[config.mk]
export PLATFORM = sky130hd
export DESIGN_NAME = auto_player_ctl
export DESIGN_NICKNAME = d
export VERILOG_FILES = /design/src/rtl/auto_player_ctl.sv
export SDC_FILE = /design/constraint.sdc
export NUM_CORES = 1
export LEC_CHECK = 0
export CORE_MARGIN = 3
export CORE_UTILIZATION = 50
export DETAILED_ROUTE_END_ITERATION = 8
export GPL_ROUTABILITY_DRIVEN = 0
export PLACE_DENSITY = 0.95
export RECOVER_POWER = 25
export SYNTH_ARGS = -nofsm -noshare
export SYNTH_HDL_FRONTEND = slang
export SYNTH_SLANG_ARGS = --single-unit
export TNS_END_PERCENT = 1
[constraint.sdc]
create_clock -name clk -period 3.95 [get_ports clk]
set_input_delay 0.395 -clock clk [delete_from_list [all_inputs] [get_ports clk]]
set_output_delay 0.395 -clock clk [all_outputs]
set_load 0.01 [all_outputs]
[src/rtl/auto_player_ctl.sv]
// auto_player_ctl: AI paddle controller with dead-zone, reaction delay
// and return-to-home parking; drives active-low plus/minus strobes.
//
// Ports:
//   clk    in        system clock, rising edge
//   rst    in        asynchronous active-low reset
//   en     in        controller enable; low forces HOLD / stopped
//   turn   in        this paddle's turn (mode 10)
//   xh     in        ball heading toward this paddle
//   mode   in  [1:0] 00 xh, 01 always, 10 turn, 11 xh + return-home
//   by     in  [W-1:0] ball y
//   py     in  [W-1:0] paddle y
//   p      out       plus strobe, active-low (toward larger y)
//   m      out       minus strobe, active-low (toward smaller y)
//   state  out [1:0] 00 HOLD, 01 TRACK, 10 RETURN
module auto_player_ctl #(
    parameter int unsigned W      = 11,
    parameter int unsigned DEAD   = 4,
    parameter int unsigned REACT  = 8,
    parameter int unsigned HOME_Y = 240
) (
    input  logic         clk,
    input  logic         rst,
    input  logic         en,
    input  logic         turn,
    input  logic         xh,
    input  logic [1:0]   mode,
    input  logic [W-1:0] by,
    input  logic [W-1:0] py,
    output logic         p,
    output logic         m,
    output logic [1:0]   state
);

    typedef enum logic [1:0] {
        S_HOLD   = 2'b00,
        S_TRACK  = 2'b01,
        S_RETURN = 2'b10
    } state_t;

    localparam int unsigned CW = (REACT > 1) ? $clog2(REACT) : 1;
    localparam logic [CW-1:0] RELOAD = CW'(REACT - 1);
    localparam logic [W-1:0]  HOME   = W'(HOME_Y);
    // Dead-zone held in 64 bits so values of 2^W and above simply
    // never let the paddle move.
    localparam logic signed [63:0] DEAD_S = 64'(DEAD);

    state_t        state_q, state_d;
    logic          p_q, p_d;
    logic          m_q, m_d;
    logic [CW-1:0] cnt_q;

    logic                engage;
    logic [W-1:0]        tgt;
    logic signed [W:0]   diff;
    logic signed [63:0]  diff_x;
    logic                go_plus;
    logic                go_minus;

    always_comb begin
        engage = 1'b0;
        unique case (mode)
            2'b00:   engage = xh;
            2'b01:   engage = 1'b1;
            2'b10:   engage = turn;
            2'b11:   engage = xh;
            default: engage = 1'b0;
        endcase
    end

    always_comb begin
        state_d = S_HOLD;
        if (engage)
            state_d = S_TRACK;
        else if (mode == 2'b11)
            state_d = S_RETURN;
    end

    assign tgt = (state_d == S_RETURN) ? HOME : by;

    // One extra bit keeps the unsigned difference exact.
    assign diff   = $signed({1'b0, tgt}) - $signed({1'b0, py});
    assign diff_x = {{(64 - W - 1){diff[W]}}, diff};

    assign go_plus  = diff_x > DEAD_S;
    assign go_minus = diff_x < -DEAD_S;

    always_comb begin
        p_d = 1'b1;
        m_d = 1'b1;
        if (state_d != S_HOLD) begin
            if (go_plus)
                p_d = 1'b0;
            else if (go_minus)
                m_d = 1'b0;
        end
    end

    always_ff @(posedge clk or negedge rst) begin
        if (!rst) begin
            state_q <= S_HOLD;
            p_q     <= 1'b1;
            m_q     <= 1'b1;
            cnt_q   <= '0;
        end else if (!en) begin
            // Abort any countdown so the first enabled edge decides.
            state_q <= S_HOLD;
            p_q     <= 1'b1;
            m_q     <= 1'b1;
            cnt_q   <= '0;
        end else if (cnt_q == '0) begin
            state_q <= state_d;
            p_q     <= p_d;
            m_q     <= m_d;
            cnt_q   <= RELOAD;
        end else begin
            cnt_q   <= cnt_q - 1'b1;
        end
    end

    assign p     = p_q;
    assign m     = m_q;
    assign state = state_q;

endmodule

==> results of run 1 <==
power by group through the flow:
stage | clock (µW) | combinational [µW] | sequential, µW
2_1_floorplan | 0 | 129 | 89.4
3_3_place_gp | 0 | 189 | 88.0
3_5_place_dp | 0 | 198 | 88.5
4_1_cts | 66.4 | 199 | 87.4
5_1_grt | 70.5 | 226 | 88.6
6_report | 63.8 | 202 | 87.5
cells in the mapped netlist, types with 4 or more instances:
library cell and number:
ha_1 17, a21oi_1 8, nand2b_1 5, and2_1 7
dfrtp_1 5, nand2_1 13, o21ai_0 4, xnor2_1 4
inv_1 20
state kept, by name, indices dropped and copies added, names as in the netlist:
name,count
p,1
cnt_q,3
m,1
state,2
layout make-up:
cell class | instances | area (µm²)
Multi-Input combinational cell | 106 | 818
Fill cell | 155 | 515
Timing Repair Buffer | 34 | 335
Sequential cell | 7 | 178
Inverter | 20 | 75.1
Tap cell | 27 | 33.8
Clock buffer | 4 | 26.3
kinds of logic after synthesis:
family                     after synthesis  synth area share (%)
AOI/OAI and AO/OA                       36                  25.2
xor gates and xnor gates                 6                  4.95
adders and majority gates               18                  21.9
buffers and inverters                   21                  7.43
DFF                                      7                  16.7
and+or+nand+nor                         46                  23.7
metrics by stage:
stage	setup slack (ns)	TNS, ns	utilization, %
finish	0.302	0	74.0
global route	0.0321	0	74.0
CTS	0.215	0	73.3
detailed placement	-0.0544	-0.0844	72.0
global placement	0.115	0	72.0
floorplan	0.659	0	-
final timing paths:
kind / slack (ns) / end / start / cells after the start
hold / removal: 0.46 / cnt_q[1]$_DFF_PN0_ / rst / 1
setup reg to reg: 2.34 / m$_DFFE_PN1P_ / cnt_q[0]$_DFF_PN0_ / 8
min in group clk: 0.46 / cnt_q[0]$_DFF_PN0_ / cnt_q[0]$_DFF_PN0_ / 1
setup / recovery: 0.30 / p$_DFFE_PN1P_ / mode[0] / 15
hold reg to reg: 0.46 / cnt_q[0]$_DFF_PN0_ / cnt_q[0]$_DFF_PN0_ / 1
max in group asynchronous: 3.21 / p$_DFFE_PN1P_ / rst / 1
placed cells by master, fill, tap and decap left out, types with 3 or more instances in the layout:
master / instances
inv_1: 20
o21ai_0: 4
a211oi_1: 3
nand2_1: 12
nor2b_1: 3
xnor2_1: 4
clkbuf_4: 3
dfrtp_1: 5
and2_1: 7
clkdlybuf4s50_1: 31
nand3_1: 3
nor3_1: 3
nor2_1: 3
ha_1: 17
nand2b_1: 5
a21o_1: 3
a21oi_1: 8
metal layers:
layer | part of all wire, % | track usage, % | vias to the layer above
met5 | 0 | 0 | -
met4 | 0.67 | 6.55 | 0
met3 | 7.2 | 3.72 | 2
met2 | 52 | 38.7 | 44
met1 | 40 | 20.6 | 485
li1 | - | - | 547
==> out/metrics.yaml, run 1 <==
status: "completed"
root_buffer: "clkbuf_4"
slew_headroom_pct: 67.2
die_w_um: 52.1
crit_fanout: 7
synth_fp_nets: 181
num_antenna_cells: 0
synth_enable_flop_cells: 0
postSynthAreaPerCell_um2: 7.92
wl_um: 2390
antenna_found_initial: 0
period_share_pct: 92.4
grt_pass1_wl_um: 4170
netlist_instances: 134
p_total_uw: 354
path_buf_inv: 3
crit_slowest_cell: "clkdlybuf4s50_1"
drtIter0Drc: 8
yosys_warnings: 0
placedCellCount: 194
clkSlewWorstSetupHoldPaths_ns: 0.05
hold_path.class: "input port to asynchronous set/reset pin"
hold_viol_final: 0
yosysTopAreaCell: "ha_1"
finalNonFillerCells: 198
drt-vias-per-instance: 5.44
hold_buffers: 0
numCtsBuffers: 3
cts_tree: "yes"
start_util_pct: 53.5
placed_area_um2: 1430
synth_ff_type: "dfrtp_1"
tightestPinTransition_ns: 0.485
portBuffers: 32
worstPathRequired_ns: 4.11
cts_setup_buffers: 0
ir_drop_uv: 270
seqPwrFrac_pct: 24.7
grt_start_max_net_pins: 9
ios: 33
slowest_delay_ns: 0.51
ys_types: 42
cp_data_arrival_time_ns: 3.80
yosys-top-cells-area: "ha_1, dfrtp_1, inv_1"
finClkSkew_ns: 0.000161
core_um2: 1980
rsz0062_at_grt: "false"
ys_ff_latch: 7
hold_slack_ns: 0.464
crit_family: "compound AO/OA/AOI/OAI gates"
rows: 16
drc: 0
cts-resized-gates: 0
critPathLaunchType: "input port"
grt_pass1_vias: 1081
crit_type: "input port to flop"
via_count: 1078
htree_num_levels: 1
place_hpwl_um: 2050
drive_gt1_share_pct: 8.19
clockBufferDepth: 2
fmax_ghz: 0.274
postLayoutCellArea_um2: 1470
area_delta_synth_final_pct: 38.2
nets: 219
p_switching_uw: 132
endpoint_kind: "flop"
ys_async_sr_fraction_pct: 100
ant_nets: 0
clk_latency_ns: 0.25
setup_viol: 0
synth_top_area_share_pct: 20.0
power.share.switching_pct: 37.2
wl_per_cell_um: 12.1
leakagePower_uw: 0.000684
fin_crit_ns: 3.65
clock_power_share_pct: 18.0
crit_chain: "clkdlybuf4s50_1 > inv_1 > ha_1 > a221oi_1 > nand2_2 > nand2_1 > ha_1 > inv_1 > fa_1 > a21o_1 > a221oi_4 > nor3_1 > a311oi_1 > nand3_1 > o41ai_2"
maxCapViolations: 0
syn_area_um2: 1060
yosysSeqAreaShare_pct: 16.7
finalMaxSlewViolations: 0
p_comb_share_pct: 57.2
grt_use_total_pct: 19.8
p_per_area_nw_per_um2: 241
dieArea_um2: 2710
grt-ovfl-total: 0
cellInternalPower_uw: 222
clkSinkCount: 7
drtPass1Iterations: 4
dieHeight_um: 52.1
Note: power is estimated with default switching activity, not from simulation.
==> run 2: changes to the inputs <==
Settings changed: SKIP_LAST_GASP from default to 1.
==> results of run 2 <==
No change in the layout: final DEF, timing and power equal those of run 1.
==> run 3: changes to the inputs <==
Settings changed: ABC_AREA from default to 0.
==> results of run 3 <==
No change in the layout: final DEF, timing and power equal those of run 1.
